[src/rtl/uart_tx_frame.sv]
// rtl/uart_tx_frame.sv - UART transmitter: start, LSB-first data, optional parity, stop
// Each bit is held for max(prescale,1) clocks; frame settings are latched at acceptance.
module uart_tx_frame #(
  parameter int data_width     = 8,
  parameter int prescale_width = 6
) (
  input  logic                      CLK,
  input  logic                      RST,
  input  logic [data_width-1:0]     P_DATA,
  input  logic                      Data_Valid,
  input  logic                      PAR_EN,
  input  logic                      PAR_TYP,
  input  logic [prescale_width-1:0] prescale,
  output logic                      TX_OUT,
  output logic                      Busy
);

  localparam int idx_width = $clog2(data_width) + 1;

  typedef enum logic [2:0] {IDLE, START, DATA, PARITY, STOP} state_t;

  state_t                    state;
  logic [data_width-1:0]     data_sh;
  logic                      par_en_q;
  logic                      par_typ_q;
  logic                      par_bit;
  logic [prescale_width-1:0] pre_q;
  logic [prescale_width-1:0] cnt;
  logic [idx_width-1:0]      bit_idx;

  logic [prescale_width-1:0] eff_m1;
  logic                      bit_done;
  logic                      last_data;
  logic [data_width-1:0]     data_next;

  // A latched prescale of 0 behaves like 1, so the last count is 0 either way.
  assign eff_m1    = (pre_q == '0) ? '0 : pre_q - 1'b1;
  assign bit_done  = (cnt == eff_m1);
  assign last_data = (bit_idx == idx_width'(data_width - 1));
  assign data_next = data_sh >> 1;

  always_ff @(posedge CLK or negedge RST) begin
    if (!RST) begin
      state     <= IDLE;
      TX_OUT    <= 1'b1;
      Busy      <= 1'b0;
      data_sh   <= '0;
      par_en_q  <= 1'b0;
      par_typ_q <= 1'b0;
      par_bit   <= 1'b0;
      pre_q     <= '0;
      cnt       <= '0;
      bit_idx   <= '0;
    end else begin
      case (state)
        IDLE: begin
          TX_OUT  <= 1'b1;
          Busy    <= 1'b0;
          cnt     <= '0;
          bit_idx <= '0;
          if (Data_Valid) begin
            data_sh   <= P_DATA;
            par_en_q  <= PAR_EN;
            par_typ_q <= PAR_TYP;
            pre_q     <= prescale;
            par_bit   <= PAR_TYP ? ~^P_DATA : ^P_DATA;
            TX_OUT    <= 1'b0;
            Busy      <= 1'b1;
            state     <= START;
          end
        end

        START: begin
          if (bit_done) begin
            cnt     <= '0;
            bit_idx <= '0;
            TX_OUT  <= data_sh[0];
            state   <= DATA;
          end else begin
            cnt <= cnt + 1'b1;
          end
        end

        // data_sh shifts right so the bit on the line is always taken from position 0.
        DATA: begin
          if (bit_done) begin
            cnt <= '0;
            if (last_data) begin
              if (par_en_q) begin
                TX_OUT <= par_bit;
                state  <= PARITY;
              end else begin
                TX_OUT <= 1'b1;
                state  <= STOP;
              end
            end else begin
              bit_idx <= bit_idx + 1'b1;
              data_sh <= data_next;
              TX_OUT  <= data_next[0];
            end
          end else begin
            cnt <= cnt + 1'b1;
          end
        end

        PARITY: begin
          if (bit_done) begin
            cnt    <= '0;
            TX_OUT <= 1'b1;
            state  <= STOP;
          end else begin
            cnt <= cnt + 1'b1;
          end
        end

        STOP: begin
          if (bit_done) begin
            cnt    <= '0;
            TX_OUT <= 1'b1;
            Busy   <= 1'b0;
            state  <= IDLE;
          end else begin
            cnt <= cnt + 1'b1;
          end
        end

        default: begin
          TX_OUT <= 1'b1;
          Busy   <= 1'b0;
          cnt    <= '0;
          state  <= IDLE;
        end
      endcase
    end
  end

endmodule

[config.mk]
export PLATFORM = sky130hd
export DESIGN_NAME = uart_tx_frame
export DESIGN_NICKNAME = d
export VERILOG_FILES = /design/src/rtl/uart_tx_frame.sv
export SDC_FILE = /design/constraint.sdc
export NUM_CORES = 1
export LEC_CHECK = 0
export CAP_MARGIN = 10
export CORE_AREA = 2 2 59 61
export DETAILED_ROUTE_END_ITERATION = 12
export DIE_AREA = 0 0 61 63
export GPL_ROUTABILITY_DRIVEN = 0
export PLACE_DENSITY = 0.83
export SLEW_MARGIN = 20
export SYNTH_ARGS = -nofsm -noshare
export SYNTH_HDL_FRONTEND = slang
export SYNTH_SLANG_ARGS = --single-unit
[constraint.sdc]
create_clock -name CLK -period 5 [get_ports CLK]
set_input_delay 1.5 -clock CLK [delete_from_list [all_inputs] [get_ports CLK]]
set_output_delay 1.5 -clock CLK [all_outputs]
set_load 0.005 [all_outputs]
* After elaboration in Yosys (flattened, before gate mapping)
Index checks and enable logic that the tools add are counted.
Storage, ports and cells: register bits 31, bits of input ports 19
Operators by class: $add $sub $neg 3, equality and inequality tests 14, multiplexer cells 30, bitwise gates (word level) 1, reduce and logical (&&, ||, !) cells 15
Operator list (count):
- $mux 8 | 3
- $mux 3 | 7
- $mux 6 | 3
- $pmux 8 s2 | 1
- $pmux 3 s5 | 1
- $ne 2x2->1 const B | 7
- $mux 4 | 3
- $pmux 4 s3 | 1
- $mux 1 | 9
- $reduce_and 4->1 | 2
- $reduce_xnor 8->1 | 1
- $reduce_xor 8->1 | 1
- $add 6x1->6 const B | 1
- $eq 3x2->1 const B | 2
- $eq 6x6->1 | 1
- $logic_not 6->1 | 1
- $reduce_and 6->1 | 1
- $sub 6x1->6 const B | 1
- $add 4x1->4 const B | 1
- $eq 4x3->1 const B | 1
- $pmux 1 s4 | 1
- $reduce_and 2->1 | 2
- $reduce_or 4->1 | 1
- $eq 3x1->1 const B | 1
- other kinds (10) | 10

* Depth between registers and ports, before layout
Gate-level depths: netlist of run 1.
depth after elaboration 5, mapped depth 10, depth with buffers taken out 9

* Worst setup path before layout of run 1
No wires, ideal clock.
kind input-to-reg, start point in Data_Valid, end point reg pre_q[4], library setup time 0.125 ns, arrival time 2.486 ns, required time 4.875 ns, slack 2.389 ns, stages 4, path buffers 1, cell sequence nand2_1 nor2_1 clkbuf_1 mux2_2
On the way: word-level cells in the longest chain between the ends 1
Ends and longest elaborated chain:
- start, declared | line 10 | input logic Data_Valid,
- $reduce_and 2->1 (no line)
- end signal, assigned | line 65 | pre_q <= prescale;
- end, declared | line 27 | logic [prescale_width-1:0] pre_q;
Every way passes these cells. A chain may end at the register's enable or synchronous reset.

* Worst setup path in the final report of run 1
start point in Data_Valid, end point reg data_sh[3]
On the way: word-level cells in the longest chain between the ends 2
Ends and longest elaborated chain:
- $ne 2x2->1 (no line)
- $reduce_and 4->1 (no line)
- end signal, assigned | line 98 | data_sh <= data_next;
- end, declared | line 23 | logic [data_width-1:0] data_sh;
Every way passes these cells.

==> impl_metrics.py, run 1 <==
metrics = {
    "die": {
        "die_h_um": 63,
        "fp-row-count": 21,
        "initial_core_util": 0.564,
        "die-area_um2": 3840,
        "io_pins": 21,
        "die_x_um": 61,
        "core_area_um2": 3230,
    },
    "worst_hold_path": {
        "worst_hold_path_type": "reg2reg",
        "worstHoldStart": "data_sh[0]$_DFFE_PN0P_",
    },
    "clocking": {
        "insertion_delay_ns": 0.34,
        "cts_tree": "done",
        "htreeDepth": 2,
        "clock_path_buffers": 2,
        "clkSinkCount": 31,
        "cts_buffers": 5,
        "cts_resized": 0,
        "hold_buffers": 0,
        "cts-root-buf": "clkbuf_4",
        "clk_pin_slew_ns": 0.10,
        "cts_setup_buffers": 0,
    },
    "synthesis": {
        "ys_ff_latch": 31,
        "muxShareOfSynthArea": 0.139,
        "seq_area_frac_synth": 0.427,
        "ys_warn_count": 0,
        "synthFlopType": "dfrtp_1",
        "syn_inst": 175,
        "synth_top_family_by_area": "compound AO/OA/AOI/OAI gates",
        "synthSimpleGateAreaFrac": 0.141,
        "avgSynthCellArea_um2": 10.4,
        "synth_compound_area_frac": 0.144,
        "synth-adder-area-share": 0.0206,
        "synthArstFlopShare": 1.00,
        "synth.distinct_cells": 46,
        "synth_area_um2": 1820,
        "synth_edf_count": 0,
        "synth_xor_area_frac": 0.0962,
        "synth_nets": 197,
    },
    "sta": {
        "max_freq_mhz": 329,
        "drv_slew": 0,
        "rsz0062_at_grt": "false",
        "finalHoldViolCount": 0,
        "max_slew_margin": 0.411,
        "period_minus_slack_ns": 3.04,
        "setup_tns_ns": 0,
        "skew_ns": 0.00723,
        "worst_pin_slew_ns": 0.880,
        "hold_slack_ns": 0.512,
        "finalCritPeriodShare": 0.608,
        "finalSetupViolCount": 0,
    },
    "power": {
        "switching_share": 0.370,
        "p_clk_frac": 0.182,
        "seqPwrFrac": 0.406,
        "switchingPower_uw": 421,
        "powerDensity_nw_per_um2": 528,
        "comb_power_share": 0.413,
        "ir_drop_mv": 0.316,
        "intPower_uw": 716,
        "leakage_uw": 0.000879,
    },
    "cells_and_area": {
        "syn_to_final_growth_pct": 18.3,
        "drive_gt1_frac": 0.186,
        "diodes": 0,
        "layout_common_cells": "30 x dfrtp_1, 20 x clkdlybuf4s50_1, 19 x mux2_2, 12 x xnor2_1, 11 x nand2_1",
        "layout_commonest_cell": "dfrtp_1",
        "nets": 220,
    },
    "worst_setup_path": {
        "timing.rr.start": "pre_q[0]$_DFFE_PN0P_",
        "cp.arrival_ns": 3.27,
        "crit_type": "in2reg",
        "cp-startpoint": "Data_Valid",
        "cp_data_required_time_ns": 5.23,
        "startpoint_type": "primary input",
        "cp_max_fo": 13,
        "cp-end-kind": "flip-flop",
    },
    "grt": {
        "grt_max_degree": 32,
        "grt_first_pass_wirelength_um": 5980,
        "antenna_found_initial": 0,
        "grt_remaining_overflow": 0,
        "grt_pass1_vias": 1365,
        "grtUsageTotal": 0.205,
    },
    "detailed_routing": {
        "avgRoutedWirePerCell_um": 13.8,
        "route.detailed.drc": 0,
        "antenna_left": 0,
        "drt-initial-drc-count": 40,
        "vias": 1374,
        "drt_first_pass_iters": 4,
        "drt-vias-per-instance": 5.61,
        "routed_wl_um": 3380,
    },
    "placement": {
        "dp_hpwl_um": 2520,
        "io_buffer_count": 20,
    },
    "run": {
        "cap_violations": 0,
    },
    "status": {
        "status": "finished, final reports clean",
    },
}
-- stage by stage --
| step | total power, uW | utilization | cells | area [um^2] | worst slack [ns] |
|---|---|---|---|---|---|
| after floorplan | 813 | - | 175 | 1820 | 2.39 |
| after global routing | 1230 | 0.667 | 245 | 2160 | 1.81 |
| final | 1140 | 0.667 | 245 | 2160 | 1.96 |
| after CTS | 1140 | 0.667 | 245 | 2160 | 1.95 |
| after global placement | 902 | 0.640 | 237 | 2070 | 1.63 |
| after detailed placement | 935 | 0.640 | 237 | 2070 | 1.58 |
-- cell usage after synthesis, drive strengths merged (4+ instances only) --
cell type / n / area (um^2)
dfrtp: 30 / 751
mux2: 19 / 214
xnor2: 12 / 105
nand2: 11 / 41.3
nor2: 11 / 43.8
o21ai: 10 / 50.1
inv: 9 / 33.8
xor2: 8 / 70.1
a21oi: 5 / 36.3
clkbuf: 5 / 21.3
nand3: 5 / 30.0
mux2i: 4 / 40.0
o31ai: 4 / 35.0
-- state kept, by name (all words and copies together) (netlist names) --
register  cells
Busy          1
par_bit       1
state         3
cnt           6
pre_q         6
data_sh       8
bit_idx       4
par_en_q      1
TX_OUT        1
-- critical path, cell delays in order --
cell,delay [ns]
clkdlybuf4s50_1,0.53
nand2_1,0.09
nor2_1,0.69
a21oi_4,0.14
mux2_2,0.32
-- cells by family after synthesis --
| kind of cell | after synthesis |
|---|---|
| simple gates | 48 |
| compound gates | 35 |
| flops | 31 |
| mux | 23 |
| xor+xnor | 20 |
| buf+inv | 15 |
| fa+ha+maj | 3 |
-- per-layer routing --
| metal | global-route usage | wire (um) | part of all wire | vias up |
|---|---|---|---|---|
| li1 | - | - | - | 671 |
| met1 | 0.275 | 1500 | 0.44 | 667 |
| met2 | 0.316 | 1670 | 0.49 | 30 |
| met3 | 0.0642 | 162 | 0.048 | 6 |
| met4 | 0.0625 | 49 | 0.014 | 0 |
| met5 | 0 | 0 | 0 | - |
-- final cells by class --
class | count | area [um^2]
timing repair buffer | 22 | 215
sequential | 31 | 777
inverter | 9 | 33.8
fill | 254 | 1080
multi-input combinational | 129 | 986
clock buffer | 6 | 51.3
clock inverter | 2 | 35.0
tap | 46 | 57.6
-- power groups by stage --
stage | registers [uW] | clock network (uW) | logic (uW)
floorplan | 417 | 0 | 396
global placement | 455 | 0 | 447
detailed placement | 464 | 0 | 471
CTS | 459 | 210 | 472
global route | 475 | 219 | 532
finish | 461 | 207 | 469
-- worst paths after layout --
| path | endpoint | slack (ns) | cells past startpoint |
|---|---|---|---|
| min in group asynchronous | cnt[3]$_DFF_PN0_ | 1.54 | 2 |
| min | data_sh[0]$_DFFE_PN0P_ | 0.51 | 1 |
| max reg2reg | data_sh[3]$_DFFE_PN0P_ | 2.29 | 9 |
| max in group asynchronous | TX_OUT$_DFFE_PN1P_ | 3.15 | 2 |
| max | data_sh[3]$_DFFE_PN0P_ | 1.96 | 5 |
| min reg2reg | data_sh[0]$_DFFE_PN0P_ | 0.51 | 1 |
Note: power is estimated with default switching activity, not from simulation.
==> inputs of run 2 (changes only) <==
--- a/config.mk
+++ b/config.mk
@@ -6,11 +6,11 @@
 export NUM_CORES = 1
 export LEC_CHECK = 0
 export CAP_MARGIN = 10
-export CORE_AREA = 2 2 59 61
+export CORE_AREA = 2 2 64 66
 export DETAILED_ROUTE_END_ITERATION = 12
-export DIE_AREA = 0 0 61 63
+export DIE_AREA = 0 0 66 68
 export GPL_ROUTABILITY_DRIVEN = 0
-export PLACE_DENSITY = 0.83
+export PLACE_DENSITY = 0.75
 export SLEW_MARGIN = 20
 export SYNTH_ARGS = -nofsm -noshare
 export SYNTH_HDL_FRONTEND = slang
==> constraint.sdc (replaced) <==
create_clock -name CLK -period 2.5 [get_ports CLK]
set_input_delay 0.75 -clock CLK [delete_from_list [all_inputs] [get_ports CLK]]
set_output_delay 0.75 -clock CLK [all_outputs]
set_load 0.005 [all_outputs]
==> impl_metrics.py, run 2 (synthesis gave the netlist of run 1 again) <==
metrics = {
    "status": {
        "status": "complete, but fails checks",
        "violations": "setup timing",
    },
    "die": {
        "initial_core_util": 0.472,
        "fp-row-count": 23,
        "die_h_um": 68,
        "io_pins": 21,
        "die-area_um2": 4490,
        "core_area_um2": 3860,
        "die_x_um": 66,
    },
    "placement": {
        "postPlaceCellArea_um2": 2110,
        "io_buffer_count": 20,
        "dp_hpwl_um": 2770,
    },
    "grt": {
        "grt_remaining_overflow": 0,
        "antenna_found_initial": 0,
        "grt_first_pass_wirelength_um": 6120,
        "grtUsageTotal": 0.182,
        "grt_max_degree": 32,
        "grt_pass1_vias": 1411,
    },
    "sta": {
        "rsz0062_at_grt": "true",
        "finalSetupViolCount": 9,
        "setup_ws_ns": -0.0957,
        "finalCritPeriodShare": 1.04,
        "finalHoldViolCount": 0,
        "worst_pin_slew_ns": 0.506,
        "skew_ns": 0.00597,
        "hold_slack_ns": 0.499,
        "max_slew_margin": 0.663,
        "period_minus_slack_ns": 2.60,
        "drv_slew": 0,
        "max_freq_mhz": 385,
    },
    "detailed_routing": {
        "drt_first_pass_iters": 4,
        "avgRoutedWirePerCell_um": 15.6,
        "routed_wl_um": 4050,
        "vias": 1464,
        "antenna_left": 0,
        "route.detailed.drc": 0,
        "drt-initial-drc-count": 42,
        "drt-vias-per-instance": 5.63,
    },
    "cells_and_area": {
        "diodes": 0,
        "fillers": 339,
        "final_area_um2": 2320,
        "nets": 231,
        "largest_reg_flops": 8,
        "multi_input_area_um2": 1050,
        "layout_commonest_cell": "dfrtp_1",
        "drive_gt1_frac": 0.281,
        "layout_common_cells": "30 x dfrtp_1, 20 x clkdlybuf4s50_1, 19 x mux2_2, 12 x xnor2_1, 12 x buf_4",
        "regMostFlops": "data_sh",
        "syn_to_final_growth_pct": 27.3,
        "largestRegisters": "data_sh x8, cnt x6, pre_q x6",
        "regArea_um2": 777,
    },
    "clocking": {
        "clkSinkCount": 31,
        "htreeDepth": 2,
        "insertion_delay_ns": 0.28,
        "clk_pin_slew_ns": 0.07,
        "cts_tree": "done",
        "hold_buffers": 0,
        "cts-root-buf": "clkbuf_8",
        "cts_buffers": 5,
        "clock_path_buffers": 2,
    },
    "worst_setup_path": {
        "r2r_end": "data_sh[5]$_DFFE_PN0P_",
        "cp_data_required_time_ns": 2.67,
        "slowest_delay_ns": 0.54,
        "reg2reg_slack_ns": -0.1,
        "cp_max_fo": 8,
        "r2r_cells": 8,
        "cp-end-kind": "flip-flop",
        "cp.arrival_ns": 2.76,
        "slowest_stage": "or4_4",
        "crit_type": "reg2reg",
        "critPathBufInv": 1,
        "timing.rr.start": "pre_q[0]$_DFFE_PN0P_",
        "path_cells": "buf_4, or4_4, nor3_2, xnor2_1, o2111ai_4, nor2_4, a21oi_4, mux2_2",
        "startpoint_type": "flip-flop",
        "crit_family": "simple AND/OR/NAND/NOR gates",
    },
    "worst_hold_path": {
        "worst_hold_path_type": "reg2reg",
        "holdPathStages": 1,
        "worstHoldStart": "par_bit$_DFFE_PN0P_",
        "worstHoldEndpoint": "par_bit$_DFFE_PN0P_",
    },
    "power": {
        "ir_drop_mv": 0.593,
        "p_total_uw": 2580,
        "powerDensity_nw_per_um2": 1110,
        "leakage_uw": 0.000946,
    },
    "run": {
        "cap_violations": 0,
    },
}
-- run 2: changes by cell type in the layout (fill, tap and decap cells not counted), sizes merged --
cell,previous run,this run
buf,2,13
bufinv,1,0
clkbuf,6,7
-- run 2: how the worst max path moves through the flow --
| stage | start | endpoint | slack [ns] | depth (start not counted) |
|---|---|---|---|---|
| 2_1_floorplan | pre_q[0]$_DFFE_PN0P_ | state[1]$_DFFE_PN0P_ | 0.04 | 10 |
| 3_3_place_gp | pre_q[0]$_DFFE_PN0P_ | state[1]$_DFFE_PN0P_ | 0.08 | 9 |
| 3_5_place_dp | pre_q[0]$_DFFE_PN0P_ | state[1]$_DFFE_PN0P_ | -0.05 | 9 |
| 4_1_cts | pre_q[0]$_DFFE_PN0P_ | state[2]$_DFFE_PN0P_ | -0.001 | 10 |
| 5_1_grt | pre_q[0]$_DFFE_PN0P_ | state[1]$_DFFE_PN0P_ | -0.14 | 9 |
| 6_report | pre_q[0]$_DFFE_PN0P_ | data_sh[5]$_DFFE_PN0P_ | -0.1 | 8 |
-- run 2: power breakdown --
group	internal, uW	total [uW]	switching (uW)
combinational	662	1270	603
clock	222	403	181
sequential	703	908	205
-- run 2: cell type report --
type | count | area share
flip-flops and latches | 31 | 0.335
well taps | 50 | 0.0270
repair buffers | 33 | 0.130
clock buffers | 7 | 0.0372
inverters | 9 | 0.0146
clock inverters | 1 | 0.00216
multi-input cells | 129 | 0.454
-- run 2: stage by stage --
stage / TNS (ns) / util / instances / setup slack (ns)
after floorplan: 0 / - / 175 / 0.0408
after global placement: 0 / 0.548 / 246 / 0.0834
after detailed placement: -0.222 / 0.548 / 246 / -0.0515
after CTS: -0.00138 / 0.573 / 254 / -0.00138
after global routing: -1.43 / 0.602 / 260 / -0.136
final: -0.650 / 0.602 / 260 / -0.0957
-- run 2: what timing repair did --
| action | CTS | global route |
|---|---|---|
| buffers inserted | 0 | 6 |
| gates resized for setup | 3 | 15 |
| setup endpoints to repair | 9 | 16 |
| pin swaps | 0 | 6 |
| hold endpoints to repair | 0 | 0 |
-- run 2: routing by layer --
metal | track usage | routed length (um) | up-vias
li1 | - | - | 699
met2 | 0.336 | 2130 | 46
met3 | 0.0444 | 157 | 4
met4 | 0.0765 | 50 | 0
met1 | 0.201 | 1710 | 715
met5 | 0 | 0 | -
==> inputs of run 3 (changes only) <==
--- a/config.mk
+++ b/config.mk
@@ -6,11 +6,11 @@
 export NUM_CORES = 1
 export LEC_CHECK = 0
 export CAP_MARGIN = 10
-export CORE_AREA = 2 2 64 66
+export CORE_AREA = 2 2 61 63
 export DETAILED_ROUTE_END_ITERATION = 12
-export DIE_AREA = 0 0 66 68
+export DIE_AREA = 0 0 63 65
 export GPL_ROUTABILITY_DRIVEN = 0
-export PLACE_DENSITY = 0.75
+export PLACE_DENSITY = 0.78
 export SLEW_MARGIN = 20
 export SYNTH_ARGS = -nofsm -noshare
 export SYNTH_HDL_FRONTEND = slang
==> constraint.sdc (replaced) <==
create_clock -name CLK -period 2.6 [get_ports CLK]
set_input_delay 0.78 -clock CLK [delete_from_list [all_inputs] [get_ports CLK]]
set_output_delay 0.78 -clock CLK [all_outputs]
set_load 0.005 [all_outputs]
==> impl_metrics.py, run 3 (synthesis gave the netlist of run 1 again) <==
metrics = {
    "grt": {
        "grt_first_pass_wirelength_um": 5990,
        "grt_max_degree": 32,
        "grt_pass1_vias": 1401,
        "grt_remaining_overflow": 0,
        "antenna_found_initial": 0,
        "grtUsageTotal": 0.186,
    },
    "worst_setup_path": {
        "cp_data_required_time_ns": 2.86,
        "crit_type": "reg2reg",
        "cp-end-kind": "flip-flop",
        "slowest_delay_ns": 0.46,
        "cp.arrival_ns": 2.77,
        "cp-startpoint": "pre_q[0]$_DFFE_PN0P_",
        "startpoint_type": "flip-flop",
        "critPathBufInv": 1,
        "slowest_stage": "dfrtp_2",
        "path_cells": "inv_4, ha_4, or3b_4, or4_4, o211ai_1, nand2_1, or2_4, or3_4, a21oi_2",
        "crit_family": "simple AND/OR/NAND/NOR gates",
        "timing.rr.start": "pre_q[0]$_DFFE_PN0P_",
        "cp_max_fo": 7,
    },
    "die": {
        "core_area_um2": 3500,
        "initial_core_util": 0.521,
        "io_pins": 21,
        "die-area_um2": 4100,
        "die_h_um": 65,
        "die_x_um": 63,
        "fp-row-count": 22,
    },
    "cells_and_area": {
        "final_core_util": 0.636,
        "drive_gt1_frac": 0.251,
        "diodes": 0,
        "largestRegisters": "data_sh x8, cnt x6, pre_q x6",
        "layout_common_cells": "29 x dfrtp_1, 20 x clkdlybuf4s50_1, 19 x mux2_2, 12 x xnor2_1, 11 x nand2_1",
        "regMostFlops": "data_sh",
        "syn_to_final_growth_pct": 22.0,
        "nets": 224,
        "largest_reg_flops": 8,
        "layout_commonest_cell": "dfrtp_1",
    },
    "detailed_routing": {
        "vias": 1376,
        "route.detailed.drc": 0,
        "drt-initial-drc-count": 26,
        "routed_wl_um": 3630,
        "drt-vias-per-instance": 5.48,
        "avgRoutedWirePerCell_um": 14.5,
        "antenna_left": 0,
        "drt_first_pass_iters": 4,
    },
    "clocking": {
        "clk_pin_slew_ns": 0.10,
        "insertion_delay_ns": 0.32,
        "clkSinkCount": 31,
        "cts_buffers": 5,
        "cts-root-buf": "clkbuf_4",
        "cts_tree": "done",
        "clock_path_buffers": 2,
        "htreeDepth": 2,
    },
    "worst_hold_path": {
        "worstHoldStart": "data_sh[5]$_DFFE_PN0P_",
        "worst_hold_path_type": "reg2reg",
    },
    "power": {
        "switching_share": 0.389,
        "switchingPower_uw": 878,
        "ir_drop_mv": 0.621,
        "seqPwrFrac": 0.401,
        "leakage_uw": 0.000898,
        "comb_power_share": 0.458,
        "intPower_uw": 1380,
        "powerDensity_nw_per_um2": 1020,
        "p_clk_frac": 0.141,
    },
    "placement": {
        "io_buffer_count": 20,
        "dp_hpwl_um": 2650,
    },
    "sta": {
        "finalCritPeriodShare": 0.966,
        "drv_slew": 0,
        "worst_pin_slew_ns": 0.515,
        "skew_ns": 0.00797,
        "finalHoldViolCount": 0,
        "max_slew_margin": 0.657,
        "hold_slack_ns": 0.511,
        "rsz0062_at_grt": "true",
        "max_freq_mhz": 398,
        "finalSetupViolCount": 0,
        "period_minus_slack_ns": 2.51,
    },
    "status": {
        "status": "finished, final reports clean",
    },
    "run": {
        "cap_violations": 0,
    },
}
==> run 3: power by group through the flow <==
| stage | Sequential, uW | Clock, uW | Combinational (uW) |
|---|---|---|---|
| 3_5_place_dp | 895 | 0 | 928 |
| 5_1_grt | 936 | 346 | 1130 |
| 6_report | 905 | 319 | 1030 |
| 4_1_cts | 886 | 328 | 932 |
| 3_3_place_gp | 877 | 0 | 881 |
| 2_1_floorplan | 801 | 0 | 761 |
==> run 3: worst paths after layout <==
check	to	slack, ns	cells after the start
max in group asynchronous	TX_OUT$_DFFE_PN1P_	1.44	2
worst min-delay path	data_sh[5]$_DFFE_PN0P_	0.51	1
worst max register to register	state[1]$_DFFE_PN0P_	0.09	9
worst max-delay path	state[1]$_DFFE_PN0P_	0.09	9
min in group asynchronous	pre_q[5]$_DFFE_PN0P_	0.84	2
worst min register to register	data_sh[5]$_DFFE_PN0P_	0.51	1
==> run 3: area by class of cell <==
class | count | area, um^2
flip-flops and latches | 31 | 778
repair buffers | 26 | 245
multi-input cells | 129 | 1030
fillers | 279 | 1270
inverters | 9 | 36.3
well taps | 48 | 60.1
clock buffers | 8 | 68.8
==> run 3: what timing repair did <==
| item | in CTS | in global routing |
|---|---|---|
| hold buffers | 0 | 0 |
| setup buffers | 0 | 1 |
| endpoints found under the setup margin | 0 | 15 |
| resized for setup | 0 | 15 |
==> run 3: worst reg2reg max path: cells and delay by family (launching register included) <==
| kind | cells | cell delay [ns] |
|---|---|---|
| buffers and inverters | 1 | 0.08 |
| adder cells (fa/ha/maj) | 1 | 0.12 |
| AND/OR/NAND/NOR | 5 | 1.60 |
| flip-flops | 1 | 0.46 |
| AO/OA/AOI/OAI | 2 | 0.20 |
==> run 3: metal layers <==
metal | up-vias | wire (um) | global-route usage
met4 | 0 | 48 | 0.0750
met3 | 6 | 124 | 0.0382
met5 | - | 0 | 0
li1 | 683 | - | -
met2 | 27 | 1810 | 0.328
met1 | 660 | 1640 | 0.222
==> run 3: stage by stage <==
step                worst slack (ns)  instances  setup TNS (ns)  instance area, um^2  power, uW
finish                        0.0873        251               0                 2220       2260
global route                 -0.0174        251         -0.0174                 2220       2420
CTS                           0.0691        250               0                 2160       2150
detailed placement            0.0786        242               0                 2090       1820
global placement               0.179        242               0                 2090       1760
floorplan                      0.141        175               0                 1820       1560
